### src/rtl/uart_pkg.sv
// Purpose: shared types and frame-format constants for the tick-driven UART transmitter.
// Latency: n/a (types, constants and a pure function only).
// Backpressure: n/a.
package uart_pkg;

  // Transmitter FSM states.
  typedef enum logic [2:0] {
    IDLE   = 3'd0,
    ALIGN  = 3'd1,
    START  = 3'd2,
    DATA   = 3'd3,
    PARITY = 3'd4,
    STOP   = 3'd5
  } state_t;

  // Legal frame-format ranges.
  localparam int DATA_BITS_MIN = 5;
  localparam int DATA_BITS_MAX = 9;
  localparam int STOP_BITS_MIN = 1;
  localparam int STOP_BITS_MAX = 2;

  // Parity over up to 9 data bits. Callers zero-extend narrower data, which
  // leaves the XOR unchanged. Even parity = XOR, odd parity = XNOR.
  function automatic logic calc_parity(input logic [8:0] data, input logic odd);
    return (^data) ^ odd;
  endfunction

endpackage

### src/rtl/uart_tx_tick_edge_tick.sv
// Purpose: one-register rising-edge detector turning a divided clock into single-cycle ticks.
// Latency: tick is combinational from din; prev lags din by one cycle.
// Backpressure: none; a tick is produced on every rising edge of din.
//
// Ports:
//   clk  - system clock (din must already be synchronous to it)
//   rst  - synchronous active-low reset; prev loads PREV_RST
//   din  - divided clock / level to edge-detect
//   tick - high for one cycle when din is high and was low the previous cycle
module edge_tick #(
  // Reset value of the history register. Setting it to 1 stops a level that
  // is already high at reset release from being reported as a rising edge.
  parameter logic PREV_RST = 1'b1
) (
  input  logic clk,
  input  logic rst,
  input  logic din,
  output logic tick
);

  logic prev;

  always_ff @(posedge clk) begin
    if (!rst) begin
      prev <= PREV_RST;
    end else begin
      prev <= din;
    end
  end

  assign tick = din & ~prev;

endmodule

### src/rtl/uart_tx_tick.sv
// Purpose: UART transmitter (start, DATA_BITS LSB-first, optional parity, 1..2 stop) paced by baud_clk rising edges.
// Latency: start bit begins 1..one tick period after accept; every bit lasts exactly one tick period.
// Backpressure: tx_ready is high only in IDLE; a byte is taken when tx_valid & tx_ready at a clock edge.
//
// Ports:
//   clk_ref    - system clock, same clock as the baud divider
//   rst        - synchronous active-low reset
//   baud_clk   - divided clock, registered in the clk_ref domain
//   tx_data    - byte to send, sampled on accept
//   tx_valid   - tx_data is valid
//   parity_en  - append a parity bit to this frame
//   parity_odd - 1 = odd parity, 0 = even parity
//   tx_ready   - block can accept a byte (IDLE)
//   tx         - serial line, idle high, registered
//   busy       - frame in progress (~tx_ready)
//   tx_done    - one-cycle pulse on the final stop-bit tick
module uart_tx_tick
  import uart_pkg::*;
#(
  parameter int DATA_BITS = 8,
  parameter int STOP_BITS = 1
) (
  input  logic                 clk_ref,
  input  logic                 rst,
  input  logic                 baud_clk,
  input  logic [DATA_BITS-1:0] tx_data,
  input  logic                 tx_valid,
  input  logic                 parity_en,
  input  logic                 parity_odd,
  output logic                 tx_ready,
  output logic                 tx,
  output logic                 busy,
  output logic                 tx_done
);

  localparam int CW = $clog2(DATA_BITS + 1);
  // In DATA the counter holds the number of data bits already put on the
  // line, so reaching DATA_BITS means the last data bit has just finished.
  localparam logic [CW-1:0] DATA_LAST = CW'(DATA_BITS);
  // In STOP the counter holds the number of stop ticks already seen.
  localparam logic [CW-1:0] STOP_LAST = CW'(STOP_BITS - 1);

  if (DATA_BITS < DATA_BITS_MIN || DATA_BITS > DATA_BITS_MAX) begin : g_bad_data_bits
    $error("uart_tx_tick: DATA_BITS out of range");
  end
  if (STOP_BITS < STOP_BITS_MIN || STOP_BITS > STOP_BITS_MAX) begin : g_bad_stop_bits
    $error("uart_tx_tick: STOP_BITS out of range");
  end

  state_t               state;
  logic [DATA_BITS-1:0] shift;
  logic                 par_en_q;
  logic                 par_q;
  logic [CW-1:0]        cnt;
  logic                 tick;

  // baud_clk is already registered in this domain, so no synchronizer.
  edge_tick #(
    .PREV_RST (1'b1)
  ) u_edge_tick (
    .clk  (clk_ref),
    .rst  (rst),
    .din  (baud_clk),
    .tick (tick)
  );

  // Derived from registered state only; tx_valid never reaches these.
  assign tx_ready = (state == IDLE);
  assign busy     = ~tx_ready;

  // Asserted during the tick cycle that ends the last stop bit, so tx_ready
  // rises the cycle after. Gated by rst so an abandoned frame never reports done.
  assign tx_done = rst & tick & (state == STOP) & (cnt == STOP_LAST);

  always_ff @(posedge clk_ref) begin
    if (!rst) begin
      state    <= IDLE;
      tx       <= 1'b1;
      shift    <= '0;
      par_en_q <= 1'b0;
      par_q    <= 1'b0;
      cnt      <= '0;
    end else begin
      unique case (state)
        IDLE: begin
          // Ticks are ignored here; ALIGN waits for a fresh one so the line
          // always idles high for at least part of a bit before the start bit.
          if (tx_valid) begin
            shift    <= tx_data;
            par_en_q <= parity_en;
            par_q    <= calc_parity(9'(tx_data), parity_odd);
            state    <= ALIGN;
          end
        end
        ALIGN: begin
          if (tick) begin
            tx    <= 1'b0;
            state <= START;
          end
        end
        START: begin
          if (tick) begin
            tx    <= shift[0];
            shift <= shift >> 1;
            cnt   <= CW'(1);
            state <= DATA;
          end
        end
        DATA: begin
          if (tick) begin
            if (cnt == DATA_LAST) begin
              cnt <= '0;
              if (par_en_q) begin
                tx    <= par_q;
                state <= PARITY;
              end else begin
                tx    <= 1'b1;
                state <= STOP;
              end
            end else begin
              tx    <= shift[0];
              shift <= shift >> 1;
              cnt   <= cnt + 1'b1;
            end
          end
        end
        PARITY: begin
          if (tick) begin
            tx    <= 1'b1;
            state <= STOP;
          end
        end
        STOP: begin
          if (tick) begin
            if (cnt == STOP_LAST) begin
              cnt   <= '0;
              state <= IDLE;
            end else begin
              cnt <= cnt + 1'b1;
            end
          end
        end
        default: begin
          tx    <= 1'b1;
          state <= IDLE;
        end
      endcase
    end
  end

endmodule

### config.mk
export PLATFORM = sky130hd
export DESIGN_NAME = uart_tx_tick
export DESIGN_NICKNAME = d
export VERILOG_FILES = /design/src/rtl/uart_pkg.sv /design/src/rtl/uart_tx_tick_edge_tick.sv /design/src/rtl/uart_tx_tick.sv
export SDC_FILE = /design/constraint.sdc
export NUM_CORES = 1
export LEC_CHECK = 0
export BUFFER_PORTS_ARGS = -buffer_cell sky130_fd_sc_hd__buf_2
export CORE_MARGIN = 4
export CORE_UTILIZATION = 50
export DETAILED_ROUTE_END_ITERATION = 6
export GPL_ROUTABILITY_DRIVEN = 0
export MAX_ROUTING_LAYER = met4
export PLACE_DENSITY = 0.74
export SLEW_MARGIN = 20
export SYNTH_ARGS = -nofsm -noshare
export SYNTH_HDL_FRONTEND = slang
export SYNTH_SLANG_ARGS = --single-unit
export TNS_END_PERCENT = 30
### constraint.sdc
create_clock -name clk_ref -period 1.5 [get_ports clk_ref]
set_input_delay 0.3 -clock clk_ref [delete_from_list [all_inputs] [get_ports clk_ref]]
set_output_delay 0.3 -clock clk_ref [all_outputs]
set_load 0.005 [all_outputs]
# Word-level counts from Yosys, hierarchy flattened
# Index checks and enable logic that the tools add are counted.
# word_totals
wordCells	70
inputBits	14
out_inout_bits	4
register_bits	19
# op_classes
n_reduce_logical	11
n_eq_ne	15
n_bitwise	8
addsub	1
mux	28
# op_table
cell	n
$mux W8	4
$mux W3	8
$pmux W8 S3	1
$mux W4	5
$pmux W3 S6	1
$ne A2 B2 Y1 const B	8
$pmux W4 S3	1
$reduce_and A5 Y1	2
$reduce_xor A9 Y1	1
$reduce_and A8 Y1	1
$mux W1	7
$eq A3 B2 Y1 const B	2
$eq A3 B3 Y1 const B	2
$reduce_bool A3 Y1	2
$pmux W1 S5	1
$add A4 B1 Y4 const B	1
$and A1 B1 Y1	4
$eq A4 B4 Y1 const B	1
$logic_not A4 Y1	1
$reduce_and A4 Y1	1
$eq A3 B1 Y1 const B	1
$logic_not A3 Y1	1
$not A1 Y1	3
$ne A2 B1 Y1 const B	1
other kinds (3)	3

# Logic depth before layout (Yosys ltp)
# depth
ltp_word	5
mapped_depth	8
depth_no_buf	7

# By module
# A second synthesis with hierarchy kept.
# hier_totals
cells_unflattened	125
area_unflattened_um2	1172.4
# modules_own_cells
mod	instances	cells_per_inst	area_each_um2	seq_area_each_um2
uart_tx_tick	1	122	1132.3	360.3
edge_tick	1	3	40.0	20.0

# Worst setup path after synthesis
# Ideal clock, no wire load.
# synth_path
kind	reg2reg
start	register cnt[0]
end	register shift[7]
path_slack_ns	-0.030
n_path_buf	1
stages_incl_launch_ff	9
t_arrival_ns	1.401
setup_time_ns	0.129
required_ns	1.371
cell_sequence	dfxtp_1 inv_1 ha_1 nand3b_1 nand3_1 a21oi_4 buf_6 mux2i_1 nor2_1
# synth_between
elab_chain_cells	3
# synth_rtl
item	line_no	rtl
from (decl)	uart_tx_tick.sv:54	logic [CW-1:0] cnt;
from (signal assigned)	uart_tx_tick.sv:123	cnt <= cnt + 1'b1;
from (signal assigned)	uart_tx_tick.sv:139	cnt <= cnt + 1'b1;
$eq A4 B4 Y1	uart_tx_tick.sv:111	if (cnt == DATA_LAST) begin
$ne A2 B2 Y1 (no line)	-	
$reduce_and A5 Y1 (no line)	-	
to (signal assigned)	uart_tx_tick.sv:89	shift <= tx_data;
to (signal assigned)	uart_tx_tick.sv:104	shift <= shift >> 1;
to (signal assigned)	uart_tx_tick.sv:122	shift <= shift >> 1;
to (decl)	uart_tx_tick.sv:51	logic [DATA_BITS-1:0] shift;
# No other way between the ends.
# A chain may end at the register's enable or synchronous reset.

# Final worst setup path
# layout_path
start	register state[2]
end	output tx_done
# layout_between
elab_chain_cells	3
# layout_rtl
item	line_no	rtl
from (decl)	uart_tx_tick.sv:50	state_t state;
from (signal assigned)	uart_tx_tick.sv:77	state <= IDLE;
from (signal assigned)	uart_tx_tick.sv:92	state <= ALIGN;
from (signal assigned)	uart_tx_tick.sv:98	state <= START;
$eq A3 B3 Y1	uart_tx_tick.sv:73	assign tx_done = rst & tick & (state == STOP) & (cnt == STOP_LAST);
$and A1 B1 Y1 (2 in a row)	uart_tx_tick.sv:73	
to (decl)	uart_tx_tick.sv:33	output logic tx_done
# No other way between the ends.

==> metrics <==
pre-CTS setup slack -62.4 ps; R2R Path End shift[4]; die footprint 3160 µm²; num rows 17; post-synthesis sequential element count 19; CP Max Fanout 6; GR Overflow Total 0; Final Hold Fails 0; Netlist Area Pre-Place 1160 µm²; Max Buffers Root-to-Sink 2; GRT Util Overall 0.196; sequential share of power 0.508; CP top delay family simple AND/OR/NAND/NOR gates; Worst Hold Slack between 200 and 250 ps; P_int 0.789 mW; I/O Buffers 17; slowest stage delay, CP just under 400 ps; TritonCTS Buffers 3; CP arrival 1340 ps; global-route wire length before repair about 4.9 mm; Cells after Synth 145; nets a little under 200; vias in the first global route 1,099; WP depth 3; DRC errors left 0; hold path endpoint u_edge_tick.prev; flop2flop setup slack -30 ps; vias per cell 5.76; layout cells sized above 1 0.416; Worst-Margin Slew 346 ps; remaining antenna violation count 0; Switching Share 0.286; drt wl/cell 16.0 µm; Hold-fix buffers, CTS 0; R2R cell count 6; ANT cells 0; Placed Cells approximately 190; reg-to-reg startpoint state[1]; CP cell instances nor2b_4 -> nor4bb_2 -> buf_2; CP max-delay cell dfxtp_2; max_slew headroom 0.768; initial antenna violation count 0; largest net degree at the start of global routing 17; Clock Sinks 19; Synth Flop Type dfxtp_1; register area share after synthesis 0.327; worst vdd ir 0.556 mV; Syn Nets 161; RSZ-0062 raised after global routing yes; Post-synth EDFFs 0; Worst EP required around 1200 ps; Net Switching 0.317 mW; Setup Viol. Count Final 9; DRT iter0 DRCs between 50 and 60; Hold Path Depth 2; Initial DRT Pass Iterations 4; min Tclk post-route 1640 ps; Final Worst Setup Slack -143 ps; skew final 1.81 ps; min-delay src rst; Clk pwr share 0.237; Leak 0.638 nW; I/O pin cnt 18; Worst Setup Start Kind register; Power Density about 700 nW/µm²; CTS H-tree lvls 1; buffers plus inverters on the worst setup path 1; total power between 1 and 1.5 mW; Vias between 1,000 and 1,500; Hold Crit Class in2reg; max_cap viols 0; Avg Inst Size Synth approximately 8 µm²; fillers 165; Layout Area Growth over Synthesis 36.2%; count of pins over their slew limit 0; CTS tree yes; asr flop ratio synth 0; Achievable Freq 0.608 GHz; Starting Density 0.526; post-synthesis cell type count 42; Reg clk slew, reported paths 100 ps; DIE WIDTH 56.2 µm; outcome complete, but fails checks; core area around 2200 µm²; failing checks setup timing; Clk Tree Root Cell clkbuf_4; Crit. End Element output pin; critical setup path kind reg2out; Final Cycle Share 1.10; Comb power frac 0.255; fin cells 206; setup TNS -309 ps; HPWL Detailed 1.96 mm; Die Ht 56.2 µm; WL final ~3.3 mm; clk_lat worst skew 300 ps; synth warn 0
[placed cells by master (no fill, tap or decap), types with 2 or more instances in the layout]
| cell | instances |
|---|---|
| nand2_1 | 23 |
| buf_2 | 17 |
| nor2_1 | 16 |
| buf_4 | 15 |
| dfxtp_1 | 12 |
| a21oi_1 | 8 |
| o21ai_0 | 8 |
| xnor2_1 | 6 |
| dfxtp_2 | 6 |
| inv_2 | 4 |
| a311oi_1 | 4 |
| o21ai_1 | 3 |
| nand3_1 | 3 |
| nor2_2 | 3 |
| a311oi_2 | 3 |
| clkbuf_4 | 3 |
| nor2b_4 | 2 |
| nand2b_1 | 2 |
| nand3b_1 | 2 |
| o221ai_2 | 2 |
| inv_1 | 2 |
| buf_12 | 2 |
[sequential cells by signal (all words and copies together) (netlist names)]
register and cells:
u_edge_tick.prev 1, par_en_q 1, par_q 1, cnt 4, tx 1, shift 8
state 3
[Yosys cell counts, types with 2 or more instances]
library cell	n	area [µm²]
ha_1	2	25.0
buf_6	2	22.5
buf_2	3	15.0
a311oi_2	2	30.0
nor2b_1	2	12.5
nand3_1	4	20.0
nand2_1	24	90.1
a21oi_1	8	40.0
nor2_2	2	12.5
inv_1	5	18.8
nand2b_1	3	18.8
dfxtp_1	19	380
xnor2_1	6	52.6
a311oi_1	5	43.8
nand3b_1	2	15.0
o21ai_0	11	55.1
nor2_1	18	67.6
xor2_1	2	17.5
clkbuf_1	2	7.51
[per-layer routing]
metal  vias up  GRT usage  part of all wire  wire, µm
li1        573          -                 -         -
met1       558      0.247              0.41      1350
met2        44      0.314              0.52      1710
met3        11     0.0510             0.049       163
met4         0     0.0441             0.024        80
met5         -          -                 0         0
[worst max-delay path by stage]
stage	startpoint	end	slack, ps
floorplan	cnt[0]	shift[7]	4
global placement	baud_clk	tx_done	-30
detailed placement	cnt[0]	shift[2]	-60
CTS	cnt[1]	tx_done	-160
finish	state[2]	tx_done	-140
global route	cnt[0]	tx_done	-200
[layout make-up]
cell class                      instances  area [µm²]  area share
Multi-Input combinational cell        112         825       0.520
Clock buffer                            4        26.3      0.0166
Sequential cell                        19         392       0.247
Timing Repair Buffer                   36         282       0.178
Inverter                                7        26.3      0.0166
Tap cell                               28        35.0      0.0221
[kinds of logic (layout without fill, tap and decap cells)]
kind of cell	count (synthesis)	in the layout	share of synthesized area
adder cells (fa/ha/maj)	2	2	0.0215
buffers and inverters	15	47	0.0677
flip-flops	19	19	0.327
XOR/XNOR	9	9	0.0796
multiplexers	1	1	0.00860
AND/OR/NAND/NOR	64	64	0.270
AO/OA/AOI/OAI	35	36	0.226
[metrics by stage]
step	util	area (µm²)
6_report	0.717	1590
5_1_grt	0.717	1590
4_1_cts	0.670	1480
3_5_place_dp	0.611	1350
3_3_place_gp	0.611	1350
2_1_floorplan	-	1170
[power groups by stage]
stage / logic [mW] / clock network, mW / registers [mW]
floorplan: 0.165 / 0 / 0.561
finish: 0.282 / 0.262 / 0.562
global placement: 0.224 / 0 / 0.570
CTS: 0.263 / 0.266 / 0.560
global route: 0.308 / 0.294 / 0.566
detailed placement: 0.231 / 0 / 0.572
[repair_timing]
item / 4_1_cts / 5_1_grt
buffers inserted: 4 / 2
gates resized for setup: 15 / 18
pin swaps: 4 / 10
gates cloned: 1 / 1
setup endpoints to repair: 15 / 19
(Power assumes the default switching activity.)
